`src/rtl/universal_shift_reg_pkg.sv`:
```
// -----------------------------------------------------------------------------
// usr_pkg
//   Shared types and helpers for the universal shift register.
//   - usr_mode_e : operating mode selected by io_mode when enabled.
//   - usr_cnt_w  : width of the saturating shift counter for a given WIDTH.
//     The counter must be able to hold the value WIDTH itself.
// -----------------------------------------------------------------------------
package usr_pkg;

    typedef enum logic [1:0] {
        USR_HOLD = 2'd0,
        USR_LOAD = 2'd1,
        USR_SHL  = 2'd2,
        USR_SHR  = 2'd3
    } usr_mode_e;

    function automatic int usr_cnt_w(input int width);
        return $clog2(width + 1);
    endfunction

endpackage

```
`src/rtl/universal_shift_reg_if.sv`:
```
// -----------------------------------------------------------------------------
// universal_shift_reg_if
//   Bundles the control, data and status signals of universal_shift_reg.
//   Optional macro: USR_PARITY_EN adds the io_parity status output.
//   Modports:
//     master : drives io_clear/io_enable/io_mode/io_data/io_serialIn,
//              observes io_q/io_serialOut/io_count/io_done[/io_parity]
//     slave  : the register itself (opposite directions)
// -----------------------------------------------------------------------------
interface universal_shift_reg_if
    import usr_pkg::*;
#(
    parameter int WIDTH = 8
);
    localparam int CW = usr_cnt_w(WIDTH);

    logic             io_clear;
    logic             io_enable;
    usr_mode_e        io_mode;
    logic [WIDTH-1:0] io_data;
    logic             io_serialIn;
    logic [WIDTH-1:0] io_q;
    logic             io_serialOut;
    logic [CW-1:0]    io_count;
    logic             io_done;
`ifdef USR_PARITY_EN
    logic             io_parity;
`endif

    modport master (
        output io_clear, io_enable, io_mode, io_data, io_serialIn,
        input  io_q, io_serialOut, io_count, io_done
`ifdef USR_PARITY_EN
        , input io_parity
`endif
    );

    modport slave (
        input  io_clear, io_enable, io_mode, io_data, io_serialIn,
        output io_q, io_serialOut, io_count, io_done
`ifdef USR_PARITY_EN
        , output io_parity
`endif
    );

endinterface

```
`src/rtl/universal_shift_reg_sat_counter.sv`:
```
// -----------------------------------------------------------------------------
// usr_sat_counter
//   Up-counter that saturates at MAX (no wrap). clear_i has priority over
//   inc_i. Asynchronous active-low reset to zero.
//   Ports:
//     clock, reset : clock and async active-low reset
//     clear_i      : synchronous clear to zero
//     inc_i        : increment by one unless already at MAX
//     count_o      : current count
// -----------------------------------------------------------------------------
module usr_sat_counter #(
    parameter int MAX = 8,
    parameter int CW  = 4
) (
    input  logic          clock,
    input  logic          reset,
    input  logic          clear_i,
    input  logic          inc_i,
    output logic [CW-1:0] count_o
);
    localparam logic [CW-1:0] CNT_MAX = CW'(MAX);

    logic [CW-1:0] count_q;
    logic [CW-1:0] count_d;

    always_comb begin
        count_d = count_q;
        if (clear_i) begin
            count_d = '0;
        end else if (inc_i && (count_q != CNT_MAX)) begin
            count_d = count_q + 1'b1;
        end
    end

    always_ff @(posedge clock or negedge reset) begin
        if (!reset) begin
            count_q <= '0;
        end else begin
            count_q <= count_d;
        end
    end

    assign count_o = count_q;

endmodule

```
`src/rtl/universal_shift_reg.sv`:
```
// -----------------------------------------------------------------------------
// universal_shift_reg
//   WIDTH-bit register with hold-on-disable, synchronous clear, parallel load
//   and left/right shift with serial in/out. A saturating counter tracks shifts
//   since the last load/clear; io_done flags that a word was fully serialised.
//   Optional macro: USR_PARITY_EN adds a registered even-parity output.
//   Ports:
//     clock : rising-edge clock
//     reset : asynchronous active-low reset
//     bus   : universal_shift_reg_if.slave (io_clear, io_enable, io_mode,
//             io_data, io_serialIn in; io_q, io_serialOut, io_count,
//             io_done[, io_parity] out)
// -----------------------------------------------------------------------------
module universal_shift_reg
    import usr_pkg::*;
#(
    parameter int               WIDTH       = 8,
    parameter logic [WIDTH-1:0] RESET_VALUE = '0
) (
    input logic                  clock,
    input logic                  reset,
    universal_shift_reg_if.slave bus
);
    localparam int              CW      = usr_cnt_w(WIDTH);
    localparam logic [CW-1:0]   CNT_MAX = CW'(WIDTH);

    logic [WIDTH-1:0] q_q;
    logic [WIDTH-1:0] q_d;
    logic             cnt_clear;
    logic             cnt_inc;
    logic [CW-1:0]    count;

    // Next-state mux: clear beats disable, disable beats mode.
    always_comb begin
        q_d = q_q;
        if (bus.io_clear) begin
            q_d = RESET_VALUE;
        end else if (bus.io_enable) begin
            case (bus.io_mode)
                USR_LOAD: q_d = bus.io_data;
                USR_SHL:  q_d = {q_q[WIDTH-2:0], bus.io_serialIn};
                USR_SHR:  q_d = {bus.io_serialIn, q_q[WIDTH-1:1]};
                default:  q_d = q_q;
            endcase
        end
    end

    always_ff @(posedge clock or negedge reset) begin
        if (!reset) begin
            q_q <= RESET_VALUE;
        end else begin
            q_q <= q_d;
        end
    end

    // A load restarts the shift count just like a clear does.
    assign cnt_clear = bus.io_clear || (bus.io_enable && (bus.io_mode == USR_LOAD));
    assign cnt_inc   = bus.io_enable &&
                       ((bus.io_mode == USR_SHL) || (bus.io_mode == USR_SHR));

    usr_sat_counter #(
        .MAX (WIDTH),
        .CW  (CW)
    ) u_sat_counter (
        .clock   (clock),
        .reset   (reset),
        .clear_i (cnt_clear),
        .inc_i   (cnt_inc),
        .count_o (count)
    );

`ifdef USR_PARITY_EN
    // Parity is computed from the next value so it lines up with io_q.
    logic parity_q;

    always_ff @(posedge clock or negedge reset) begin
        if (!reset) begin
            parity_q <= ^RESET_VALUE;
        end else begin
            parity_q <= ^q_d;
        end
    end

    assign bus.io_parity = parity_q;
`endif

    assign bus.io_q         = q_q;
    // The only input-to-output path: the mode picks which end is "out".
    assign bus.io_serialOut = (bus.io_mode == USR_SHL) ? q_q[WIDTH-1] : q_q[0];
    assign bus.io_count     = count;
    assign bus.io_done      = (count == CNT_MAX);

endmodule
```
`src/flat_wrapper.sv`:
```
// flat-port wrapper written by rule: the top's interface ports become plain ports
module universal_shift_reg_flat import usr_pkg::*;
#(
    parameter int               WIDTH       = 8,
    parameter logic [WIDTH-1:0] RESET_VALUE = '0
)
  (clock, reset, bus_io_clear, bus_io_enable, bus_io_mode, bus_io_data, bus_io_serialIn, bus_io_q, bus_io_serialOut, bus_io_count, bus_io_done);
  universal_shift_reg_if #(.WIDTH(WIDTH)) bus_i ();
  input logic clock;
  input logic reset;
  input wire logic [$bits(bus_i.io_clear)-1:0] bus_io_clear;
  input wire logic [$bits(bus_i.io_enable)-1:0] bus_io_enable;
  input wire logic [$bits(bus_i.io_mode)-1:0] bus_io_mode;
  input wire logic [$bits(bus_i.io_data)-1:0] bus_io_data;
  input wire logic [$bits(bus_i.io_serialIn)-1:0] bus_io_serialIn;
  output wire logic [$bits(bus_i.io_q)-1:0] bus_io_q;
  output wire logic [$bits(bus_i.io_serialOut)-1:0] bus_io_serialOut;
  output wire logic [$bits(bus_i.io_count)-1:0] bus_io_count;
  output wire logic [$bits(bus_i.io_done)-1:0] bus_io_done;
  assign bus_i.io_clear = bus_io_clear;
  assign bus_i.io_enable = bus_io_enable;
  assign bus_i.io_mode = bus_io_mode;
  assign bus_i.io_data = bus_io_data;
  assign bus_i.io_serialIn = bus_io_serialIn;
  assign bus_io_q = bus_i.io_q;
  assign bus_io_serialOut = bus_i.io_serialOut;
  assign bus_io_count = bus_i.io_count;
  assign bus_io_done = bus_i.io_done;
  universal_shift_reg #(.WIDTH(WIDTH), .RESET_VALUE(RESET_VALUE)) u_core (.clock(clock), .reset(reset), .bus(bus_i));
endmodule
```
`config.mk`:
```
export PLATFORM = sky130hd
export DESIGN_NAME = universal_shift_reg_flat
export DESIGN_NICKNAME = d
export VERILOG_FILES = /design/src/rtl/universal_shift_reg_pkg.sv /design/src/rtl/universal_shift_reg_if.sv /design/src/rtl/universal_shift_reg_sat_counter.sv /design/src/rtl/universal_shift_reg.sv /design/src/flat_wrapper.sv
export SDC_FILE = /design/constraint.sdc
export NUM_CORES = 1
export LEC_CHECK = 0
export ABC_AREA = 0
export CORE_MARGIN = 3
export CORE_UTILIZATION = 40
export DETAILED_ROUTE_END_ITERATION = 8
export PLACE_DENSITY = 0.79
export SYNTH_ARGS = -nofsm -noshare
export SYNTH_HDL_FRONTEND = slang
export SYNTH_SLANG_ARGS = --single-unit
export TNS_END_PERCENT = 100
```
`constraint.sdc`:
```
create_clock -name clock -period 4.6 [get_ports clock]
set_input_delay 1.38 -clock clock [delete_from_list [all_inputs] [get_ports clock]]
set_output_delay 1.38 -clock clock [all_outputs]
set_load 0.05 [all_outputs]
```
Yosys cells after proc, flatten, opt, wreduce, memory -nomap -nowiden
Cells that the tools add are included.
{"block": "classes", "reduce_logical": 9, "n_bitwise": 0, "div_mod_pow": 0, "n_addsub": 1, "muxes": 6, "shift": 0, "eq_ne": 5, "order_cmp": 0, "n_mul": 0}
{"operator": "8-bit case mux with 3 select lines", "count": 1}
{"operator": "8-bit two-way mux", "count": 2}
{"operator": "4-bit two-way mux", "count": 2}
{"operator": "4-bit by 1-bit adder with 4-bit output (second input constant)", "count": 1}
{"operator": "2-bit equality test (second input constant)", "count": 2}
{"operator": "4-bit equality test (second input constant)", "count": 1}
{"operator": "4-bit inequality test (second input constant)", "count": 1}
{"operator": "2-bit nonzero test", "count": 2}
{"operator": "4-bit nonzero test", "count": 1}
{"operator": "1-bit logical AND", "count": 3}
{"operator": "2-bit by 1-bit equality test with 1-bit output (second input constant)", "count": 1}
{"operator": "1-bit logical OR", "count": 2}
{"operator": "2-bit AND reduction", "count": 1}
{"operator": "1-bit two-way mux", "count": 1}
{"block": "totals", "memories": 0, "output_inout_bits": 14, "rom_bits": 0, "input_bits": 15, "ff_bits": 12, "latch_bits": 0, "mem_bits_rw": 0}

Depth between registers and ports, before layout
{"block": "logic_depth", "ltp_word": 6, "ltp_mapped": 7, "mapped_depth_nobuf": 5}

Hierarchy
Synthesis repeated with hierarchy kept, for this count alone.
{"block": "hier_totals", "hier_cells": 77, "hier_area_um2": 748.2}
{"module": "universal_shift_reg", "cells_per_inst": 54, "n_inst": 1, "area_per_inst_um2": 519.2}
{"module": "usr_sat_counter", "cells_per_inst": 23, "n_inst": 1, "area_per_inst_um2": 229.0}

Worst setup path after synthesis
Ideal clock, no wire load.
{"block": "synth_timing", "path_kind": "input -> output", "start": "input bus_io_mode[0]", "end": "output bus_io_serialOut", "cell_stages": 4, "path_slack_ns": 0.842, "arrival_ns": 2.378, "path_cell_list": "inv_1 -> ha_1 -> buf_1 -> mux2_2"}
{"block": "synth_via", "elab_chain_len": 2}
{"item": "start, declared", "line": "flat_wrapper.sv:13", "source": "input wire logic [$bits(bus_i.io_mode)-1:0] bus_io_mode;"}
{"item": "2-bit equality test", "line": "universal_shift_reg.sv:89", "source": "assign bus.io_serialOut = (bus.io_mode == USR_SHL) ? q_q[WIDTH-1] : q_q[0];"}
{"item": "1-bit two-way mux", "line": "universal_shift_reg.sv:89"}
{"item": "end, declared", "line": "flat_wrapper.sv:17", "source": "output wire logic [$bits(bus_i.io_serialOut)-1:0] bus_io_serialOut;"}
Every way passes these cells.

Worst setup path in the final report
Ends and elaborated chain as after synthesis.

==> results.env <==
SEQUENTIAL_POWER_SHARE_PCT=42.2
SETUP_REPAIR_AFTER_GLOBAL_ROUTING_MISSED_ITS_MARGIN='false'
CTS.REPAIR.RESIZED=0
DETAILROUTE.VIA_COUNT=747
CTS_SINKS=12
ASYNC_FLOP_SHARE_PCT=100
WORST-R2R-CELL-COUNT=5
SYNTHESIS.YOSYS.WARNINGS=0
HOLD_VIOLATIONS_FINAL=0
CRITICAL-PATH-SLOWEST-CELL='clkdlybuf4s50_1'
NETLIST_INSTANCES=81
START_UTIL_PCT=44.4
DIE-HEIGHT_UM=50.7
POWER.DENSITY_CELL_AREA_nW_PER_UM2=259
HTREE_LEVELS=1
CLOCK_POWER_SHARE_PCT=22.5
WORSTHOLDSTART='u_core.u_sat_counter.count_o[2]'
WORST-ENDPOINT-REQUIRED_PS=3220
SYNTH_TOP_AREA_SHARE_PCT=37.5
TIMING.FINAL.SETUP_VIOLATIONS=0
CTSHOLDBUFFERS=0
MAXIMUM_FANOUT_ALONG_THE_WORST_PATH=3
WORSTHOLDENDPOINT='u_core.u_sat_counter.count_o[2]'
TIMING.CRITICAL_PATH.BUF_INV=3
NUMBER_OF_PORT_BUFFERS=28
GRT_PASS1_WL_UM=3360
FIRST_GLOBAL_VIAS=744
FINAL_CELL_MIX='clkdlybuf4s50_1 (27), dfrtp_1 (12), a21oi_1 (11), nand2_1 (9)'
TIMING.FINAL.MAX_SLEW_VIOLATIONS=0
CRITPATHTOPFAMILY='buffers and inverters'
SYNTH_TOP_FLOP_CELL='dfrtp_1'
POWER.TOTAL_mW=0.286
MIN-DELAY-PATH-CLASS='reg2reg'
P_LEAK_nW=0.432
WORST_CLOCK_SKEW_PS=5.99
SYNTH.DISTINCT_CELLS=25
FINAL_ANTENNA_NET_COUNT=0
SYNTH_FP_NETS=101
OVERFLOW=0
DRT-PASS1-ITER-COUNT=4
POWER.INTERNAL_mW=0.182
CRITPATHMAXSTAGEDELAY_PS=510
SW_RATIO_PCT=36.4
SYNTH_EDF_COUNT=0
MAX_CAP_VIOL_COUNT=0
SYNTH.CELL_AREA_UM2=801
DRT-VIAS-PER-INSTANCE=5.70
P_R_AREA_GROWTH_VS_SYN_PCT=37.7
ROUTE.FINAL.WIRE_LENGTH_UM=2030
MAX-VDD-IR-DROP_mV=0.165
DRC=0
N_FILL_CELL=170
ENDPOINT_TYPE_OF_THE_WORST_SETUP_PATH='primary output'
FF2FF_SETUP_SLACK_PS=3130
HPWLAFTERDP_UM=1420
ROWS=15
DESIGN.CORE.AREA_UM2=1800
FINAL_CORE_UTIL_PCT=61.2
CTS_ROOT_BUFFER='clkbuf_4'
POST_CTS_SETUP_BUFFER_COUNT=0
RELSLEWSLACK_PCT=61.2
GRT_START_MAX_NET_PINS=14
GP_CONGESTION=0.790
FLOORPLAN.DIE.WIDTH_UM=50.7
TRITONCTS_CLOCK_TREE='built'
WORSTSETUPSTARTPOINT='bus_io_mode[0]'
COMBPWRFRAC_PCT=35.3
POSTSYNTHREGISTERBITS=12
BOUNDARYPINS=29
CTS.CLK_SLEW.WORST_PATHS_PS=70
GRT_ANTENNA_BEFORE_REPAIR=0
DRT_ITER0_DRC=12
LEADING_CELL_TYPE_IN_THE_LAYOUT_FILL_AND_TAPS_EXCLUDED='clkdlybuf4s50_1'
TIMING_WORST_SETUP_PATH_TYPE='in2out'
DRIVE_GT1_SHARE_PCT=14.2
HOLD-PATH-CELL-COUNT=1
STARTPOINT_TYPE='primary input'
SYNTH_SEQUENTIAL_AREA_RATIO_PCT=37.5
TIMING.CRITICAL_PATH.CELLS='clkdlybuf4s50_1 > inv_1 > ha_1 > mux2_2 > buf_4'
SYNTH.AREA.TOP_CELLS='dfrtp_1 (38%), a311oi_2 (15%), ha_1 (7.8%)'
RUN_STATUS='finished, final reports clean'
SWITCHING_POWER_mW=0.104
ANTENNA_CELLS=0
TIMING.CRITICAL_PATH.ARRIVAL_PS=2620
CLKLATENCYLATEPIN_PS=270
FINAL_PERIOD_MINUS_WORST_SETUP_SLACK_PS=4000
REGTOREGENDPOINT='u_core.u_sat_counter.count_o[0]'
DIE-AREA_UM2=2570
TIMING.RR.START='u_core.u_sat_counter.count_o[0]'
POST_DRT_WL_PER_CELL_UM=15.5
POSTLAYOUTSETUPSLACKWORST_PS=596
MAX_FREQ_GHz=0.250
POST_ROUTE_CLOCK_PERIOD_UTILIZATION_PCT=87.1
CTSLONGESTPATHBUFFERS=2
SYNTH_LARGEST_AREA_CELL='dfrtp_1'
NUMBER_OF_CLOCK_BUFFERS_INSERTED_BY_TRITONCTS=3
SYN-MEAN-INSTANCE-AREA_UM2=9.89
FINAL_NET_COUNT=128
FINALHOLDWORSTSLACK_PS=592
WORST-SLEW-PIN-TRANSITION_PS=580
PLACEMENT.SETUP.WORST_SLACK_PS=592
FINAL.SETUP.TNS_PS=0
GLOBAL_ROUTE.USAGE.TOTAL_PCT=17.7
worst max path at each step:
stage	to	slack, ps	depth (start not counted)
floorplan	bus_io_serialOut	840	4
global route	bus_io_serialOut	520	5
detailed placement	bus_io_serialOut	590	5
global placement	bus_io_serialOut	600	5
finish	bus_io_serialOut	600	5
CTS	bus_io_serialOut	590	5
stage by stage:
step / instances / cell area [µm²]
3_5_place_dp: 128 / 1080
6_report: 131 / 1100
5_1_grt: 131 / 1100
3_3_place_gp: 128 / 1080
4_1_cts: 131 / 1100
2_1_floorplan: 81 / 801
sequential cells by signal, summed over array words and instances, names as in the netlist:
| name | flops |
|---|---|
| u_core.u_sat_counter.count_o | 4 |
| u_core.bus.io_q | 8 |
kinds of logic after synthesis:
logic type / share of synthesized area (%)
flops: 37.5
compound gates: 36.1
buf+inv: 6.56
fa+ha+maj: 7.81
simple gates: 10.6
mux: 1.41
per-layer routing:
layer / GRT usage [%] / share of wire [%]
met5: 0 / 0
met4: 4.93 / 0.69
met3: 6.82 / 7.9
met2: 29.8 / 50
met1: 21.0 / 42
power groups by stage:
| stage | combinational [mW] | sequential [mW] | clock [mW] |
|---|---|---|---|
| 2_1_floorplan | 0.0408 | 0.145 | 0 |
| 3_3_place_gp | 0.0996 | 0.122 | 0 |
| 3_5_place_dp | 0.101 | 0.122 | 0 |
| 4_1_cts | 0.101 | 0.120 | 0.0669 |
| 5_1_grt | 0.108 | 0.122 | 0.0728 |
| 6_report | 0.101 | 0.120 | 0.0643 |
synth_stat cells, types with 2 or more instances:
cell type  instances
buf_2              3
or3_1              2
inv_1              4
a22oi_1            8
a311oi_2           8
a21oi_1           11
ha_1               5
o211ai_1           2
o21ai_0            2
clkbuf_1           2
nand2_1            9
dfrtp_1           12
layout make-up:
cell class	instances	area [µm²]	share of cell area, %
multi-input cells	58	448	40.6
flip-flops and latches	12	300	27.2
repair buffers	29	285	25.9
well taps	25	31.3	2.84
clock buffers	3	22.5	2.04
inverters	4	15.0	1.36
Note: power is estimated with default switching activity, not from simulation.
==> variant, RTL diff (same settings) <==
`WIDTH` is set to 8 in 3 places; all go to 10.
--- a/src/rtl/universal_shift_reg_if.sv
+++ b/src/rtl/universal_shift_reg_if.sv
@@ -12,3 +12,3 @@
 #(
-    parameter int WIDTH = 8
+    parameter int WIDTH = 10
 );
--- a/src/rtl/universal_shift_reg.sv
+++ b/src/rtl/universal_shift_reg.sv
@@ -16,3 +16,3 @@
 #(
-    parameter int               WIDTH       = 8,
+    parameter int               WIDTH       = 10,
     parameter logic [WIDTH-1:0] RESET_VALUE = '0
--- a/src/flat_wrapper.sv
+++ b/src/flat_wrapper.sv
@@ -3,3 +3,3 @@
 #(
-    parameter int               WIDTH       = 8,
+    parameter int               WIDTH       = 10,
     parameter logic [WIDTH-1:0] RESET_VALUE = '0
Ports: changed (resized bus_io_data and bus_io_q); port bits go from 29 to 33. No check against the original RTL was run, so the function may have changed too.
==> variant against the original RTL <==
  * Worst setup slack got worse by 0.0018 ns
  * Routed wire length increased by 1.9%
  * Total power rose by 7.6%
  * Final area is 7.3% higher
  * Register-to-register slack is essentially flat
  * Area after synthesis rose by 0.16%
  * Sequential cell count increased by 2
  * Hold slack worse by 0.033 ns
  * Critical endpoint unchanged
==> variant: results (changes against the original RTL) <==
* DR vias/cell at 5.67 (-0.58%)
* Number of global-route vias before repair at 738 (-0.81%)
* GR Util All Layers at 0.175 (-0.00282)
* Count of non-filler cells in the finished layout at 136 (+3.8%)
* Ratio of cells with drive above 1 in the final layout at 0.0721 (-0.0694)
* Routability cong. at 0.780 (-1.3%)
* Post-DP HPWL at 1.61 mm (+14%)
* CTS clk-pin slew, worst paths at 0.08 ns
* Input/output buffers at 32 (+14%)
* Leakage power at 0.491 nW (+14%)
* Synthesized instance count at 77 (-4.9%)
* 1st-pass router iterations at 4 (unchanged)
* Placed instance count at 132 (+3.1%)
* Worst skew pair latency at 0.29 ns (+0.02 ns)
* Dpl ws at 0.572 ns (-0.0204 ns)
* Worst clock skew at 0.00142 ns (-0.00457 ns)
* Synth top cells by count: a21oi_1, dfrtp_1, a22o_1, o2bb2ai_1, ha_1
* Post-Syn Nets at 99 (-2.0%)
* Post-synth cell types at 22 (-12%)
* First-pass GRT wire length at 3.39 mm (+1.0%)
* Pwr dens at 260 mW/mm^2 (+0.30%)
* Maximum vdd drop at 0.262 mV (+59%)
* DRT iter0 DRCs at 2 (-10)
* Largest net degree at the start of global routing at 15 (+1)
* Worst slew margin at 0.586 (-0.0255)
* Max FFs per register at 10 (+2)
* Sequential share of the synthesized area at 0.437 (+0.0618)
* Status: finished clean
variant: cell count changes in the layout (fill, tap and decap cells not counted), moves of 2 or more:
cell	change
a21oi_1	+3
a22o_1	+10
a22oi_1	-8
a311oi_2	-8
clkdlybuf4s50_1	+4
dfrtp_1	+2
nand2_1	-9
o2bb2ai_1	+10
variant: worst max-delay path, stage by stage:
cell	delay [ns]
clkdlybuf4s50_1	0.51
inv_1	0.06
ha_1	0.21
mux2_2	0.27
buf_4	0.19
variant: where the power goes:
part	internal (mW)	total (mW)	leakage (nW)	switching, mW
sequential	0.129	0.135	0.192	0.00677
combinational	0.0342	0.0819	0.278	0.0477
clock	0.0483	0.0901	0.0210	0.0418
variant: final timing paths:
path                                            startpoint                              end  slack, ns
min reg2reg                             u_core.bus.io_q[9]               u_core.bus.io_q[9]       0.56
min in group asynchronous                            reset               u_core.bus.io_q[5]       1.47
max reg2reg                u_core.u_sat_counter.count_o[0]  u_core.u_sat_counter.count_o[0]       3.14
max                                         bus_io_mode[0]                 bus_io_serialOut       0.59
max in group asynchronous                            reset               u_core.bus.io_q[8]       2.73
min                                     u_core.bus.io_q[9]               u_core.bus.io_q[9]       0.56
variant: layout make-up:
cell class	instances	area, sq um
Inverter	3	11.3
Timing Repair Buffer	33	325
Sequential cell	14	350
Fill cell	172	619
Clock buffer	4	36.3
Tap cell	25	31.3
Multi-Input combinational cell	57	428
variant: logic make-up after synthesis:
logic type,after synthesis,synth area share
buffers and inverters,6,0.0296
flip-flops,14,0.437
AO/OA/AOI/OAI,42,0.371
AND/OR/NAND/NOR,9,0.0702
multiplexers,1,0.0140
adder cells (fa/ha/maj),5,0.0780
variant: metrics by stage:
stage          cell area [sq um]  utilization
2_1_floorplan                802            -
3_3_place_gp                1150        0.636
3_5_place_dp                1150        0.636
4_1_cts                     1180        0.656
5_1_grt                     1180        0.656
6_report                    1180        0.656
variant: layer usage:
| layer | part of all wire | track usage | vias up |
|---|---|---|---|
| met5 | 0 | 0 | - |
| met4 | 0.0092 | 0.0404 | 0 |
| met3 | 0.063 | 0.0682 | 3 |
| met2 | 0.51 | 0.287 | 20 |
| met1 | 0.42 | 0.214 | 375 |
| li1 | - | - | 373 |
